$ cat config.mk
export PLATFORM = sky130hd
export DESIGN_NAME = if_prefetch
export DESIGN_NICKNAME = d
export VERILOG_FILES = /design/src/rtl/if_prefetch_pkg.sv /design/src/rtl/if_prefetch_fifo.sv /design/src/rtl/if_prefetch.sv
export SDC_FILE = /design/constraint.sdc
export NUM_CORES = 1
export LEC_CHECK = 0
export BUFFER_PORTS_ARGS = -buffer_cell sky130_fd_sc_hd__buf_4
export CORE_MARGIN = 5
export CORE_UTILIZATION = 40
export CTS_BUF_LIST = sky130_fd_sc_hd__clkbuf_4 sky130_fd_sc_hd__clkbuf_8
export DETAILED_ROUTE_END_ITERATION = 16
export MAX_ROUTING_LAYER = met4
export PLACE_DENSITY = 0.56
export SLEW_MARGIN = 20
export SYNTH_ARGS = -nofsm -noshare
export SYNTH_HDL_FRONTEND = slang
export SYNTH_HIERARCHICAL = 1
export SYNTH_SLANG_ARGS = --single-unit
$ cat constraint.sdc
create_clock -name clk -period 11.8 [get_ports clk]
set_input_delay 1.18 -clock clk [delete_from_list [all_inputs] [get_ports clk]]
set_output_delay 1.18 -clock clk [all_outputs]
set_load 0.01 [all_outputs]
$ cat src/rtl/if_prefetch_pkg.sv
// Shared definitions for the instruction-fetch prefetch front end.
package if_prefetch_pkg;

  localparam int ADDR_W_DEF = 32;
  localparam int DATA_W_DEF = 32;
  localparam int PC_STEP    = 4;

  localparam logic [31:0] INST_NOP = 32'h0000_0013;

  // RUN fetches normally; DRAIN swallows responses issued before a redirect.
  typedef enum logic {
    RUN   = 1'b0,
    DRAIN = 1'b1
  } state_e;

endpackage

$ cat src/rtl/if_prefetch_fifo.sv
// Small synchronous FIFO used both for fetched {addr, inst} pairs and for
// the in-flight request address queue. Clear wins over push.
module if_fifo #(
  parameter int WIDTH = 64,
  parameter int DEPTH = 2
) (
  input  logic                     clk,
  input  logic                     rst,
  input  logic                     clear,
  input  logic                     push,
  input  logic [WIDTH-1:0]         push_data,
  input  logic                     pop,
  output logic [WIDTH-1:0]         head,
  output logic                     full,
  output logic                     empty,
  output logic [$clog2(DEPTH):0]   count
);

  localparam int PTR_W = $clog2(DEPTH);

  logic [WIDTH-1:0] mem [DEPTH];
  logic [PTR_W-1:0] wr_ptr;
  logic [PTR_W-1:0] rd_ptr;
  logic             do_push;
  logic             do_pop;

  assign empty   = (count == '0);
  assign full    = (count == (PTR_W + 1)'(DEPTH));
  assign do_pop  = pop && !empty && !clear;
  assign do_push = push && !clear && (!full || do_pop);
  assign head    = mem[rd_ptr];

  // Pointer and occupancy bookkeeping; clear behaves like a reset of the queue.
  always_ff @(posedge clk) begin
    if (rst || clear) begin
      wr_ptr <= '0;
      rd_ptr <= '0;
      count  <= '0;
    end else begin
      if (do_push) wr_ptr <= wr_ptr + PTR_W'(1);
      if (do_pop)  rd_ptr <= rd_ptr + PTR_W'(1);
      count <= count + (PTR_W + 1)'(do_push) - (PTR_W + 1)'(do_pop);
    end
  end

  // Storage array; contents need no reset since occupancy gates visibility.
  always_ff @(posedge clk) begin
    if (do_push) mem[wr_ptr] <= push_data;
  end

  // Upstream flow control must never offer data to a full queue.
  a_no_push_when_full: assert property (@(posedge clk) disable iff (rst)
    !(push && full && !pop && !clear));

endmodule

$ cat src/rtl/if_prefetch.sv
// Instruction-fetch front end: PC generation, ROM request issue, response
// buffering and redirect draining.
// Optional performance counters are built when IF_PERF_CNT_EN is defined.
module if_prefetch
  import if_prefetch_pkg::*;
#(
  parameter int                ADDR_W   = ADDR_W_DEF,
  parameter int                DATA_W   = DATA_W_DEF,
  parameter int                DEPTH    = 2,
  parameter logic [ADDR_W-1:0] RESET_PC = '0
) (
  input  logic              clk,
  input  logic              rst,
  input  logic              hold_en_i,
  input  logic              jump_flag_i,
  input  logic [ADDR_W-1:0] jump_addr_i,
  output logic              rom_req_o,
  output logic [ADDR_W-1:0] rom_addr_o,
  input  logic              rom_rvalid_i,
  input  logic [DATA_W-1:0] rom_data_i,
  output logic              inst_valid_o,
  output logic [DATA_W-1:0] inst_o,
  output logic [ADDR_W-1:0] inst_addr_o
`ifdef IF_PERF_CNT_EN
  ,
  output logic [31:0]       fetch_stall_cnt_o,
  output logic [15:0]       flush_cnt_o
`endif
);

  localparam int CNT_W   = $clog2(DEPTH) + 1;
  localparam int ENTRY_W = ADDR_W + DATA_W;

  state_e              state_q, state_d;
  logic [ADDR_W-1:0]   pc_q, pc_d;
  logic [CNT_W-1:0]    outstanding_q, outstanding_d;
  logic [CNT_W-1:0]    stale_q, stale_d;

  logic                issue;
  logic                resp_live;
  logic                inst_pop;
  logic [CNT_W:0]      in_flight;

  logic [ENTRY_W-1:0]  fifo_head;
  logic                fifo_full;
  logic                fifo_empty;
  logic [CNT_W-1:0]    fifo_count;

  logic [ADDR_W-1:0]   aq_head;
  logic                aq_full;
  logic                aq_empty;
  logic [CNT_W-1:0]    aq_count;
  logic                unused_status;

  assign unused_status = ^{aq_full, aq_empty, aq_count, fifo_full};
  assign in_flight     = {1'b0, fifo_count} + {1'b0, outstanding_q};

  // Next-state logic: a jump overrides everything, otherwise RUN fetches and DRAIN discards.
  always_comb begin
    state_d       = state_q;
    pc_d          = pc_q;
    outstanding_d = outstanding_q;
    stale_d       = stale_q;
    issue         = 1'b0;
    resp_live     = 1'b0;
    inst_pop      = 1'b0;
    if (jump_flag_i) begin
      pc_d          = jump_addr_i;
      outstanding_d = '0;
      stale_d       = stale_q + outstanding_q - CNT_W'(rom_rvalid_i);
      state_d       = (stale_d != '0) ? DRAIN : RUN;
    end else begin
      case (state_q)
        RUN: begin
          issue         = (in_flight < (CNT_W + 1)'(DEPTH));
          resp_live     = rom_rvalid_i;
          inst_pop      = inst_valid_o && !hold_en_i;
          if (issue) pc_d = pc_q + ADDR_W'(PC_STEP);
          outstanding_d = outstanding_q + CNT_W'(issue) - CNT_W'(resp_live);
        end
        DRAIN: begin
          inst_pop = inst_valid_o && !hold_en_i;
          if (rom_rvalid_i) stale_d = stale_q - CNT_W'(1);
          if (stale_d == '0) state_d = RUN;
        end
        default: state_d = RUN;
      endcase
    end
  end

  // Fetch state registers.
  always_ff @(posedge clk) begin
    if (rst) begin
      state_q       <= RUN;
      pc_q          <= RESET_PC;
      outstanding_q <= '0;
      stale_q       <= '0;
    end else begin
      state_q       <= state_d;
      pc_q          <= pc_d;
      outstanding_q <= outstanding_d;
      stale_q       <= stale_d;
    end
  end

  assign rom_req_o  = issue && !rst;
  assign rom_addr_o = pc_q;

  if_fifo #(
    .WIDTH (ADDR_W),
    .DEPTH (DEPTH)
  ) u_addr_queue (
    .clk       (clk),
    .rst       (rst),
    .clear     (jump_flag_i),
    .push      (rom_req_o),
    .push_data (rom_addr_o),
    .pop       (resp_live),
    .head      (aq_head),
    .full      (aq_full),
    .empty     (aq_empty),
    .count     (aq_count)
  );

  if_fifo #(
    .WIDTH (ENTRY_W),
    .DEPTH (DEPTH)
  ) u_inst_fifo (
    .clk       (clk),
    .rst       (rst),
    .clear     (jump_flag_i),
    .push      (resp_live),
    .push_data ({aq_head, rom_data_i}),
    .pop       (inst_pop),
    .head      (fifo_head),
    .full      (fifo_full),
    .empty     (fifo_empty),
    .count     (fifo_count)
  );

  assign inst_valid_o = !fifo_empty;
  assign inst_o       = inst_valid_o ? fifo_head[DATA_W-1:0] : DATA_W'(INST_NOP);
  assign inst_addr_o  = inst_valid_o ? fifo_head[ENTRY_W-1:DATA_W] : '0;

`ifdef IF_PERF_CNT_EN
  // Starved-pipeline counter (saturating) and redirect counter (wrapping).
  always_ff @(posedge clk) begin
    if (rst) begin
      fetch_stall_cnt_o <= '0;
      flush_cnt_o       <= '0;
    end else begin
      if (!hold_en_i && !inst_valid_o && (fetch_stall_cnt_o != 32'hFFFF_FFFF))
        fetch_stall_cnt_o <= fetch_stall_cnt_o + 32'd1;
      if (jump_flag_i)
        flush_cnt_o <= flush_cnt_o + 16'd1;
    end
  end
`endif

endmodule

==> results.toml <==
[clocking]
clockRootBuffer = "clkbuf_8"
cts_max_level = 2
clock_latency_ns = 0.52
clk_pin_slew_ns = 0.06
cts_tree = "done"
numClockSinks = 239
clock_path_buffers = 3
post_cts_buffers = 0
postCtsHoldBufs = 0
cts_resized = 0
numCtsBuffers = 40

[drt]
drtPass1Iterations = 4
wirelength_mm = 24.0
route.vias.total = 6584
avgRoutedWirePerCell_um = 19.0
drtIter0Drc = 409
drc_errors = 0
ant_nets = 0
vias_per_cell = 5.20

[sta]
tightestPinTransition_ns = 0.916
drv_slew = 0
finalCritPeriodShare = 0.337
finClkSkew_ns = 0.0177
max_freq_mhz = 252
period_needed_ns = 3.97
setup_tns_ns = 0
rsz0062_at_grt = "no"
slew_headroom = 0.389
setup_violations = 0
setup_slack_ns = 7.83
hold_viol = 0

[global_route]
antenna_found_initial = 1
grt_start_max_net_pins = 67
grt_pass1_wl_mm = 36.9
first_global_vias = 6706
grt_remaining_overflow = 0
grt_use_total = 0.166

[floorplan]
num_io_pins = 167
die-area_mm2 = 0.0291
fp-row-count = 58
coreArea_mm2 = 0.0253
die_w_um = 171
die_h_um = 171
start_util = 0.407

[placed_design]
dp_hpwl_mm = 15.5
dp_slack_ns = 8.07
placed_cell_area_mm2 = 0.0119
gp_congestion = 0.780
port_buffers = 166

[power_and_ir_drop]
ir_drop_mv = 0.0659
power_density_mw_per_mm2 = 140
power_leakage_nw = 4.49

[setup_path]
start_kind = "flip-flop"
end_kind = "primary output"
cp_max_fo = 27
rr_startpoint = "u_inst_fifo/count[1]"
worstPathRequired_ns = 10.62
crit_type = "reg2out"
r2r-end = "u_addr_queue/count[1]"
crit_end = "rom_req_o"
startpoint = "u_inst_fifo/count[1]"
cp.arrival_ns = 2.79
rr_worst_depth = 12
reg2reg_setup_slack_ns = 8.49

[worst_hold_path]
holdCritPathClass = "reg2reg"

[synthesis]
synth_nets = 807
synthCells = 730
syn-cell-area_mm2 = 0.0103
syn_area_per_cell_um2 = 14.1
yosys_warnings = 6

[flow_run]
maxCapViolations = 0

[final_layout]
final_common_cell = "edfxtp_1"
final_cell_area_mm2 = 0.0126
final_cell_mix = "edfxtp_1 (192), buf_4 (174), mux2_2 (94)"
syn_to_final_growth_pct = 22.4
nNetsFinal = 980
drive_gt1_frac = 0.382

[status]
run_status = "finished, final reports clean"
==> final cells by class <==
| class | instances | area (um^2) |
|---|---|---|
| Clock inverter | 15 | 68.8 |
| Tap cell | 330 | 413 |
| Inverter | 15 | 56.3 |
| Multi-Input combinational cell | 433 | 3370 |
| Sequential cell | 239 | 6710 |
| Antenna cell | 1 | 2.50 |
| Clock buffer | 58 | 698 |
| Timing Repair Buffer | 174 | 1310 |
| Fill cell | 2231 | 12700 |
==> layer usage <==
metal  share of wire  routed length (um)  track usage
met4           0.021                 496       0.0441
met5               0                   0            -
met2            0.47               11200        0.260
met1            0.44               10600        0.221
met3           0.071                1700       0.0344
==> sequential cells by signal, indices dropped and copies added, names as in the netlist, named ones only <==
name / cells
u_addr_queue/wr_ptr: 1
u_inst_fifo/rd_ptr: 1
u_inst_fifo/count: 2
u_addr_queue/count: 2
u_addr_queue/mem: 64
u_inst_fifo/wr_ptr: 1
outstanding_q: 2
u_addr_queue/rd_ptr: 1
state_q: 1
rom_addr_o: 32
u_inst_fifo/mem: 128
stale_q: 2
==> critical path, stage by stage (launching register included) <==
cell	delay, ns
dfxtp_1	0.54
inv_1	0.11
fa_1	0.61
nand3b_4	0.29
nor2_1	0.32
buf_4	0.25
buf_4	0.15
==> worst min-delay path by stage <==
stage | from | slack [ns] | cells after the start | to
floorplan | outstanding_q[1] | 0.48 | 2 | outstanding_q[1]
global placement | rom_addr_o[1] | 0.49 | 0 | u_addr_queue/mem[0][1]
detailed placement | rom_addr_o[0] | 0.49 | 0 | u_addr_queue/mem[0][0]
CTS | rom_addr_o[0] | 0.50 | 0 | u_addr_queue/mem[0][0]
global route | rom_addr_o[0] | 0.52 | 0 | u_addr_queue/mem[0][0]
finish | rom_addr_o[0] | 0.49 | 0 | u_addr_queue/mem[0][0]
==> power by group <==
part / total [W] / leakage (nW) / switching [W] / internal, W
combinational: 0.000113 / 1.95 / 0.0000579 / 0.0000548
clock: 0.000696 / 0.408 / 0.000315 / 0.000381
sequential: 0.000960 / 2.14 / 0.0000261 / 0.000934
==> through the flow <==
stage	std cells	total power [W]	hold WS, ns	utilization
6_report	1265	0.00177	0.494	0.499
5_1_grt	1265	0.00185	0.515	0.499
4_1_cts	1264	0.00180	0.499	0.498
3_5_place_dp	1191	0.00109	0.493	0.468
3_3_place_gp	1191	0.00109	0.488	0.468
2_1_floorplan	730	0.00103	0.484	-
Power figures use the tool's default switching activity.
